**config.mk**
```make
export PLATFORM = sky130hd
export DESIGN_NAME = rf_write_scheduler
export DESIGN_NICKNAME = d
export VERILOG_FILES = /design/src/rtl/rf_ctrl_pkg.sv /design/src/rtl/rf_wb_fifo.sv /design/src/rtl/rf_write_scheduler.sv
export SDC_FILE = /design/constraint.sdc
export NUM_CORES = 1
export LEC_CHECK = 0
export BUFFER_PORTS_ARGS = -buffer_cell sky130_fd_sc_hd__buf_2
export CORE_MARGIN = 2
export CORE_UTILIZATION = 40
export DETAILED_ROUTE_END_ITERATION = 8
export GPL_TIMING_DRIVEN = 1
export PLACE_DENSITY = 0.62
export RECOVER_POWER = 25
export SKIP_LAST_GASP = 1
export SYNTH_ARGS = -nofsm -noshare
export SYNTH_HDL_FRONTEND = slang
export SYNTH_SLANG_ARGS = --single-unit
```
**constraint.sdc**
```tcl
create_clock -name clk -period 7.6 [get_ports clk]
set_input_delay 0 -clock clk [delete_from_list [all_inputs] [get_ports clk]]
set_output_delay 0 -clock clk [all_outputs]
set_load 0.005 [all_outputs]
```
**src/rtl/rf_ctrl_pkg.sv**
```systemverilog
// Shared constants and grant-source encoding for the register-file write path.
package rf_ctrl_pkg;

    localparam int DATA_W = 32;
    localparam int ADDR_W = 5;

    typedef enum logic [1:0] {
        GNT_NONE = 2'd0,
        GNT_WB   = 2'd1,
        GNT_LU   = 2'd2
    } gnt_src_e;

endpackage

```
**src/rtl/rf_wb_fifo.sv**
```systemverilog
// Small FIFO buffering long-latency results until the write port is free.
// Pointers wrap modulo DEPTH; occupancy is kept in a separate counter.
module rf_wb_fifo #(
    parameter int DEPTH = 2,
    parameter int WIDTH = 37
) (
    input  logic             clk,
    input  logic             rst_n,
    input  logic             push,
    input  logic [WIDTH-1:0] push_data,
    input  logic             pop,
    output logic             full,
    output logic             empty,
    output logic [WIDTH-1:0] head
);
    localparam int PW = (DEPTH > 1) ? $clog2(DEPTH) : 1;
    localparam int CW = $clog2(DEPTH + 1);

    logic [WIDTH-1:0] mem [DEPTH];
    logic [PW-1:0]    wr_ptr_q, wr_ptr_d;
    logic [PW-1:0]    rd_ptr_q, rd_ptr_d;
    logic [CW-1:0]    count_q, count_d;
    logic             push_ok, pop_ok;

    function automatic logic [PW-1:0] ptr_inc(input logic [PW-1:0] p);
        return (p == PW'(DEPTH - 1)) ? '0 : p + 1'b1;
    endfunction

    assign full    = (count_q == CW'(DEPTH));
    assign empty   = (count_q == '0);
    assign head    = mem[rd_ptr_q];
    assign push_ok = push && !full;
    assign pop_ok  = pop && !empty;

    always_comb begin
        wr_ptr_d = push_ok ? ptr_inc(wr_ptr_q) : wr_ptr_q;
        rd_ptr_d = pop_ok  ? ptr_inc(rd_ptr_q) : rd_ptr_q;
        count_d  = count_q;
        if (push_ok && !pop_ok) begin
            count_d = count_q + 1'b1;
        end else if (pop_ok && !push_ok) begin
            count_d = count_q - 1'b1;
        end
    end

    // Storage needs no reset: an empty count makes stale entries unreachable.
    always_ff @(posedge clk) begin
        if (push_ok) begin
            mem[wr_ptr_q] <= push_data;
        end
    end

    always_ff @(posedge clk or negedge rst_n) begin
        if (!rst_n) begin
            wr_ptr_q <= '0;
            rd_ptr_q <= '0;
            count_q  <= '0;
        end else begin
            wr_ptr_q <= wr_ptr_d;
            rd_ptr_q <= rd_ptr_d;
            count_q  <= count_d;
        end
    end

endmodule

```
**src/rtl/rf_write_scheduler.sv**
```systemverilog
// Arbitrates the single register-file write port between WB (priority) and the
// buffered long-latency results, and tracks pending long-latency destinations.
module rf_write_scheduler
    import rf_ctrl_pkg::*;
#(
    parameter int DATA_W   = rf_ctrl_pkg::DATA_W,
    parameter int ADDR_W   = rf_ctrl_pkg::ADDR_W,
    parameter int LU_DEPTH = 2,
    parameter int MAX_WAIT = 4
) (
    input  logic              clk,
    input  logic              rst_n,
    input  logic              wb_we,
    input  logic [ADDR_W-1:0] wb_addr,
    input  logic [DATA_W-1:0] wb_data,
    output logic              wb_stall,
    input  logic              lu_valid,
    output logic              lu_ready,
    input  logic [ADDR_W-1:0] lu_addr,
    input  logic [DATA_W-1:0] lu_data,
    input  logic              iss_valid,
    input  logic [ADDR_W-1:0] iss_addr,
    input  logic [ADDR_W-1:0] rs_a,
    input  logic [ADDR_W-1:0] rs_b,
    input  logic [ADDR_W-1:0] rd_id,
    output logic              busy_a,
    output logic              busy_b,
    output logic              busy_d,
    output logic              rf_we,
    output logic [ADDR_W-1:0] rf_waddr,
    output logic [DATA_W-1:0] rf_wdata
);
    localparam int NREG = 2 ** ADDR_W;
    localparam int WW   = $clog2(MAX_WAIT + 1);

    logic [ADDR_W+DATA_W-1:0] head;
    logic [ADDR_W-1:0]        head_addr;
    logic [DATA_W-1:0]        head_data;
    logic                     full, empty, push, pop;
    gnt_src_e                 gnt;

    logic              rf_we_q, rf_we_d;
    logic [ADDR_W-1:0] rf_waddr_q, rf_waddr_d;
    logic [DATA_W-1:0] rf_wdata_q, rf_wdata_d;
    logic [WW-1:0]     wait_cnt_q, wait_cnt_d;
    logic [NREG-1:0]   pending_q, pending_d;

    assign push = lu_valid && lu_ready;
    assign {head_addr, head_data} = head;

    rf_wb_fifo #(
        .DEPTH (LU_DEPTH),
        .WIDTH (ADDR_W + DATA_W)
    ) u_fifo (
        .clk       (clk),
        .rst_n     (rst_n),
        .push      (push),
        .push_data ({lu_addr, lu_data}),
        .pop       (pop),
        .full      (full),
        .empty     (empty),
        .head      (head)
    );

    // A head addressed to r0 is popped whenever WB is idle but never granted.
    always_comb begin
        gnt = GNT_NONE;
        pop = 1'b0;
        if (wb_we && (wb_addr != '0)) begin
            gnt = GNT_WB;
        end else if (!empty) begin
            pop = 1'b1;
            if (head_addr != '0) begin
                gnt = GNT_LU;
            end
        end
    end

    always_comb begin
        rf_we_d    = (gnt != GNT_NONE);
        rf_waddr_d = rf_waddr_q;
        rf_wdata_d = rf_wdata_q;
        case (gnt)
            GNT_WB: begin
                rf_waddr_d = wb_addr;
                rf_wdata_d = wb_data;
            end
            GNT_LU: begin
                rf_waddr_d = head_addr;
                rf_wdata_d = head_data;
            end
            default: ;
        endcase
    end

    always_comb begin
        wait_cnt_d = '0;
        if (!empty && !pop) begin
            wait_cnt_d = (wait_cnt_q == WW'(MAX_WAIT)) ? wait_cnt_q : wait_cnt_q + 1'b1;
        end
    end

    // Issue of a register beats a same-edge commit of that register.
    genvar gi;
    generate
        for (gi = 0; gi < NREG; gi++) begin : g_pend
            if (gi == 0) begin : g_zero
                assign pending_d[gi] = 1'b0;
            end else begin : g_reg
                assign pending_d[gi] = (iss_valid && (iss_addr == ADDR_W'(gi))) ? 1'b1 :
                                       ((gnt == GNT_LU) && (head_addr == ADDR_W'(gi))) ? 1'b0 :
                                       pending_q[gi];
            end
        end
    endgenerate

    always_ff @(posedge clk or negedge rst_n) begin
        if (!rst_n) begin
            rf_we_q    <= 1'b0;
            rf_waddr_q <= '0;
            rf_wdata_q <= '0;
            wait_cnt_q <= '0;
            pending_q  <= '0;
        end else begin
            rf_we_q    <= rf_we_d;
            rf_waddr_q <= rf_waddr_d;
            rf_wdata_q <= rf_wdata_d;
            wait_cnt_q <= wait_cnt_d;
            pending_q  <= pending_d;
        end
    end

    assign rf_we    = rf_we_q;
    assign rf_waddr = rf_waddr_q;
    assign rf_wdata = rf_wdata_q;
    assign lu_ready = !full;
    assign wb_stall = (wait_cnt_q == WW'(MAX_WAIT));
    assign busy_a   = pending_q[rs_a];
    assign busy_b   = pending_q[rs_b];
    assign busy_d   = pending_q[rd_id];

endmodule
```
==> results of run 1 <==
## routing by layer
layer	share of wire	wire (um)
met3	0.056	1080
met2	0.49	9610
met5	0	0
met4	0.029	558
met1	0.42	8190
## kinds of logic after synthesis
| group | after synthesis | synth area share |
|---|---|---|
| AND/OR/NAND/NOR | 179 | 0.126 |
| adder cells (fa/ha/maj) | 3 | 0.00516 |
| buffers and inverters | 47 | 0.0332 |
| AO/OA/AOI/OAI | 128 | 0.152 |
| flip-flops | 150 | 0.567 |
| multiplexers | 54 | 0.109 |
| XOR/XNOR | 6 | 0.00723 |
## area by class of cell
class | count | area share
Inverter | 10 | 0.00395
Sequential cell | 150 | 0.434
Multi-Input combinational cell | 370 | 0.307
Timing Repair Buffer | 232 | 0.165
Tap cell | 229 | 0.0302
Clock buffer | 18 | 0.0452
Clock inverter | 14 | 0.0141
## flip-flops by register name (all words and copies together), names as in the netlist
signal and flops:
rf_wdata 32, u_fifo.wr_ptr_q 1, rf_waddr 5, u_fifo.rd_ptr_q 1
u_fifo.count_q 2, wait_cnt_q 3, rf_we 1, pending_q 31
u_fifo.mem 74
## power by group
group	leakage (uW)	internal (uW)	total [uW]	switching [uW]
Combinational	0.00190	500	1100	603
Clock	0.000275	479	805	326
Sequential	0.00160	1140	1350	205
## stage by stage
stage,instance area (um2),total power (uW),util,hold WS [ns]
floorplan,7270,2050,-,-0.296
global placement,8100,2370,0.452,0.189
detailed placement,8100,2420,0.452,0.192
CTS,9540,3270,0.533,0.00239
global route,9500,3440,0.531,0.0385
finish,9500,3260,0.531,0.0278
## worst paths after layout
check                                     start              end  cells past startpoint
worst min register to register     rf_wdata[25]     rf_wdata[25]                      1
worst max-delay path            u_fifo.rd_ptr_q      rf_waddr[4]                      6
min in group asynchronous                 rst_n     rf_wdata[26]                      2
max in group asynchronous                 rst_n  u_fifo.rd_ptr_q                      2
worst min-delay path                iss_addr[4]    pending_q[15]                      3
worst max register to register  u_fifo.rd_ptr_q      rf_waddr[4]                      6
## placed cells by master (no fill, tap or decap), types with 4 or more instances in the layout
| cell type | netlist | routed |
|---|---|---|
| nand2b_1 | 6 | 6 |
| clkinv_2 | 0 | 5 |
| o31ai_1 | 17 | 17 |
| o21ai_0 | 5 | 5 |
| clkbuf_16 | 0 | 17 |
| buf_4 | 7 | 4 |
| nand2_1 | 76 | 76 |
| dfrtp_1 | 76 | 75 |
| dlygate4sd3_1 | 0 | 88 |
| a221o_1 | 24 | 24 |
| nor3_1 | 25 | 25 |
| nand3_1 | 4 | 4 |
| buf_2 | 19 | 106 |
| nor3b_1 | 6 | 6 |
| a21oi_1 | 16 | 16 |
| mux4_2 | 19 | 19 |
| nor2b_1 | 10 | 10 |
| inv_1 | 10 | 10 |
| nor2_1 | 22 | 21 |
| a32oi_1 | 4 | 4 |
| edfxtp_1 | 74 | 74 |
| a2111oi_0 | 6 | 6 |
| xnor2_1 | 4 | 4 |
| a2111oi_2 | 6 | 6 |
| clkbuf_1 | 9 | 34 |
| o41ai_1 | 31 | 31 |
| mux2i_1 | 31 | 31 |
| and2_1 | 10 | 10 |
## worst min-delay path: cells and delay by family
kind / cells / cell delay (ns)
buffers and inverters: 1 / 0.10
AOI/OAI and AO/OA: 1 / 0.10
and+or+nand+nor: 1 / 0.20
==> metrics.md, run 1 <==
| Metric | Value |
|---|---|
| Area taken by multi-input logic gates | 0.00292 mm2 |
| Max transition margin | 0.223 |
| Initial antenna violation count | 0 |
| Via count | 5,758 |
| Worst min path class | in2reg |
| Layout cell share with drive strength beyond 1 | 0.234 |
| HPWL after DPL | 12.7 mm |
| Status | completed |
| WP data arrival | 3.49 ns |
| Post-cts hold buffer count | 88 |
| # clock sinks | 150 |
| CTS tree | built |
| Post-CTS Setup Bufs | 0 |
| Net Count, Synth | 669 |
| Worst-Margin Slew | 1.17 ns |
| Largest cells by area after synthesis | edfxtp_1, dfrtp_1, mux4_2, mux2i_1, nand2_1 |
| Library cells used by synthesis | 58 |
| Register Area | 0.00413 mm2 |
| Post-synth EDFFs | 74 |
| Met3 usage | 0.0466 |
| FP Rows | 49 |
| Total wire length | 19.4 mm |
| Met2 Use GR | 0.345 |
| Syn_area_per_cell | 12.8 um2 |
| Clock Skews | 0.00718 ns |
| Die boundary width | 139 um |
| Largest net degree at the start of global routing | 77 |
| CP top delay family | compound AO/OA/AOI/OAI gates |
| Root buf cell | clkbuf_16 |
| GP Congestion | 0.906 |
| I/O Buffers | 141 |
| Number of fillers in the final layout | 1,556 |
| Crit Path Max Fanout | 55 |
| Leading area contributor after synthesis | edfxtp_1 |
| Number of buffers and inverters on the critical path | 2 |
| Remaining global-route overflow | 0 |
| Top cell type's share of synthesized area | 0.306 |
| CTS H-tree depth | 4 |
| FMAX | 313 MHz |
| Final min period | 3.19 ns |
| Synth warn | 0 |
| Inst Count DP | 903 |
| Mapped Cells | 567 |
| Initial core utilization | 0.406 |
| Synthesized area | 0.00727 mm2 |
| DR pass1 iterations | 4 |
| Initial DRC Count | 517 |
| Diode count | 0 |
| Leakage | 0.00378 uW |
| Sequential area share after synthesis | 0.567 |
| Hold Fails Final Rpt | 0 |
| CP cell instances | buf_4 -> nor3_2 -> o22ai_2 -> a21oi_4 -> a221o_1 -> dlygate4sd3_1 |
| Top FF cell, synth | dfrtp_1 |
| Critical path class | reg2reg |
| MaxCap Viol Count | 0 |
| Clock Path Buffers | 2 |
| CP Capture Type | flip-flop |
| P&R area growth vs syn | 30.7% |
| DRC violations left | 0 |
| Vias per cell | 5.63 |
| Reg clk slew, reported paths | 0.06 ns |
| Setup WS post-layout | 4.41 ns |
| RSZ-0062 raised after global routing | false |
| VDD IR max | 0.000194 V |
| Die height | 139 um |
| Synth Register Bits | 150 |
| Slowest CP cell | o22ai_2 |
| Slew Limit Fails | 0 |
| Vias in the first global route | 6,002 |
| CP max stage delay | 0.63 ns |
| Die area | 0.0193 mm2 |
| Setup crit start kind | flip-flop |
| Setup TNS | 0 ns |
| DR WL/cell | 19.0 um |
| Final nets | 883 |
| Non-filler instance count after layout | 1,023 |
| Post-synth ARST share | 0.507 |
| ANT nets after route | 0 |
| Num CTS Buffers | 17 |
| # IOs | 142 |
| Setup WS pre-CTS | 4.78 ns |
| GRT busiest layer | met2 |
| Core Area | 0.0179 mm2 |
| Global Route Usage Sum | 0.205 |
| Pwr/cell area | 343 mW/mm2 |
| Post-cts resize count | 0 |
| Period utilisation layout | 0.420 |
| Post-synth top cells | dfrtp_1, nand2_1, edfxtp_1, mux2i_1, o41ai_1 |
| Met1 Use GR | 0.254 |
| Global-route wire length before repair | 31.4 mm |
| CP required | 7.90 ns |
| Clock latency on the worst-skew pair | 0.42 ns |
| Final setup fails | 0 |
| R2R Setup Slk | 4.41 ns |
(Power assumes the default switching activity.)
==> inputs of run 2 (changes only) <==
==> constraint.sdc (replaced) <==
create_clock -name clk -period 3.24 [get_ports clk]
set_input_delay 0 -clock clk [delete_from_list [all_inputs] [get_ports clk]]
set_output_delay 0 -clock clk [all_outputs]
set_load 0.005 [all_outputs]
==> metrics.md, run 2 (same netlist as run 1, synthesis figures left out) <==
| Metric | Value |
|---|---|
| Status | completed (unchanged) |
| Worst-Margin Slew | 1.23 ns (was 1.17 ns) |
| Max transition margin | 0.175 (was 0.223) |
| Met2 wire length | 10.0 mm (was 9.61 mm) |
| # IOs | 142 (unchanged) |
| Initial DRC Count | 504 (was 517) |
| Worst min path class | in2reg (unchanged) |
| Hold Fails Final Rpt | 0 (unchanged) |
| Final nets | 888 (was 883) |
| Clock power share | 0.250 (was 0.247) |
| Core Area | 0.0179 mm2 (unchanged) |
| Largest net degree at the start of global routing | 77 (unchanged) |
| DRC violations left | 0 (unchanged) |
| DR WL/cell | 19.4 um (was 19.0 um) |
| Initial core utilization | 0.406 (unchanged) |
| P&R area growth vs syn | 31.3% (was 30.7%) |
| Clock Skews | 0.00901 ns (was 0.00718 ns) |
| Global Route Usage Sum | 0.212 (was 0.205) |
| Die height | 139 um (unchanged) |
| Max reg flops | 74 (unchanged) |
| Pwr/cell area | 808 mW/mm2 (was 343 mW/mm2) |
| Die area | 0.0193 mm2 (unchanged) |
| # clock sinks | 150 (unchanged) |
| CP required | 3.54 ns (was 7.90 ns) |
| Slew Limit Fails | 0 (unchanged) |
| Internal Pwr Total | 5070 uW (was 2120 uW) |
| Setup crit start kind | flip-flop (unchanged) |
| Crit Path Max Fanout | 30 (was 55) |
| Final non-filler cell area | 0.00955 mm2 (was 0.00950 mm2) |
| Vias in the first global route | 6,180 (was 6,002) |
| Setup TNS | 0 ns (unchanged) |
| FMAX | 327 MHz (was 313 MHz) |
| Setup WS pre-CTS | 0.709 ns (was 4.78 ns) |
| Reg clk slew, reported paths | 0.06 ns (about the same) |
| Wire length on met1 | 8.24 mm (was 8.19 mm) |
| CTS tree | built (unchanged) |
| ANT nets after route | 0 (unchanged) |
| Period utilisation layout | 0.944 (was 0.420) |
| Routed wl met3 | 1.29 mm (was 1.08 mm) |
| Placed Area | 0.00814 mm2 (was 0.00810 mm2) |
| Num CTS Buffers | 17 (unchanged) |
| Uppermost routed layer | met4 (unchanged) |
| DR pass1 iterations | 5 (was 4) |
| Sw power | 2640 uW (was 1130 uW) |
| I/O Buffers | 141 (unchanged) |
| Via count | 5,850 (was 5,758) |
| CTS H-tree depth | 4 (unchanged) |
| RSZ-0062 raised after global routing | false (unchanged) |
| WP data arrival | 3.36 ns (was 3.49 ns) |
| Root buf cell | clkbuf_16 (unchanged) |
| Remaining global-route overflow | 0 (unchanged) |
| GP Congestion | 0.853 (was 0.906) |
| Leakage | 0.00380 uW (was 0.00378 uW) |
| Combinational Power Share | 0.332 (was 0.339) |
| MaxCap Viol Count | 0 (unchanged) |
| Final min period | 3.06 ns (was 3.19 ns) |
| CP top delay family | compound AO/OA/AOI/OAI gates (unchanged) |
| CP cell instances | nor4b_4 -> o22a_1 -> buf_4 -> nor3_1 -> a221o_1 -> dlygate4sd3_1 (was buf_4 -> nor3_2 -> o22ai_2 -> a21oi_4 -> a221o_1 -> dlygate4sd3_1) |
| FP Rows | 49 (unchanged) |
| Clock Path Buffers | 2 (unchanged) |
| Slowest CP cell | dfrtp_2 (was o22ai_2) |
| Critical path class | reg2reg (unchanged) |
| Initial antenna violation count | 0 (unchanged) |
| CP max stage delay | 0.70 ns (was 0.63 ns) |
| Global-route wire length before repair | 32.5 mm (was 31.4 mm) |
| Net Sw Frac | 0.343 (was 0.348) |
| CP Capture Type | flip-flop (unchanged) |
| Total wire length | 19.9 mm (was 19.4 mm) |
| VDD IR max | 0.000382 V (was 0.000194 V) |
| Diode count | 0 (unchanged) |
| Layout cell share with drive strength beyond 1 | 0.233 (was 0.234) |
| Vias per cell | 5.69 (was 5.63) |
| Clock latency on the worst-skew pair | 0.42 ns (about the same) |
| Commonest cells after routing, fill and taps aside | buf_2, dlygate4sd3_1, nand2_1 (unchanged) |
| Biggest register | u_fifo.mem (unchanged) |
| Post-CTS Setup Bufs | 0 (unchanged) |
| Commonest non-fill, non-tap cell in the layout | buf_2 (unchanged) |
| Sequential share of power | 0.418 (was 0.414) |
| Number of buffers and inverters on the critical path | 2 (unchanged) |
| HPWL after DPL | 13.0 mm (was 12.7 mm) |
| Final setup fails | 0 (unchanged) |
| Die boundary width | 139 um (unchanged) |
| Setup WS post-layout | 0.181 ns (was 4.41 ns) |
[run 2: cell types whose count changed in the layout (fill, tap and decap cells not counted), sizes merged]
cell    change
buf         +5
bufinv      +1
clkbuf      +2
clkinv      -2
inv         -1
[run 2: final timing paths]
check / start / slack, ns / cells after the start / end
worst max-delay path: u_fifo.rd_ptr_q / 0.18 / 6 / rf_waddr[1]
min in group asynchronous: rst_n / 0.29 / 2 / rf_we
worst min register to register: rf_wdata[4] / 0.51 / 1 / rf_wdata[4]
max in group asynchronous: rst_n / 2.22 / 2 / u_fifo.rd_ptr_q
worst max register to register: u_fifo.rd_ptr_q / 0.18 / 6 / rf_waddr[1]
worst min-delay path: iss_addr[4] / 0.04 / 3 / pending_q[30]
[run 2: worst min-delay path: stages]
cell and delay, ns:
buf_2 0.12, nand2_1 0.18, o31ai_1 0.11
[run 2: per-layer routing]
layer	global-route usage	vias to the layer above
li1	-	2659
met1	0.264	2920
met2	0.360	242
met3	0.0539	29
met4	0.0787	0
met5	0	-
[run 2: power by group through the flow]
stage,registers [uW],clock network [uW],logic (uW)
6_report,3220,1930,2560
3_5_place_dp,3230,0,2480
4_1_cts,3210,1970,2580
2_1_floorplan,3040,0,1770
5_1_grt,3300,2040,2810
3_3_place_gp,3190,0,2400
[run 2: cell type report]
cell class,count,area [um2]
Clock buffer,20,437
Multi-Input combinational cell,370,2920
Clock inverter,12,135
Timing Repair Buffer,237,1610
Sequential cell,150,4130
Fill cell,1540,8350
Tap cell,229,287
Inverter,10,37.5
[run 2: what timing repair did]
item | CTS | global route
hold buffers | 88 | 0
endpoints found under the hold margin | 212 | 0
gates resized for setup | 0 | 0
setup endpoints to repair | 0 | 0
[run 2: metrics by stage]
stage	hold WS [ns]	std cells	total power [uW]	utilization
global route	0.0374	1028	8150	0.533
floorplan	-0.296	567	4810	-
CTS	0.0114	1028	7760	0.536
global placement	0.189	908	5590	0.455
finish	0.0426	1028	7710	0.533
detailed placement	0.193	908	5700	0.455
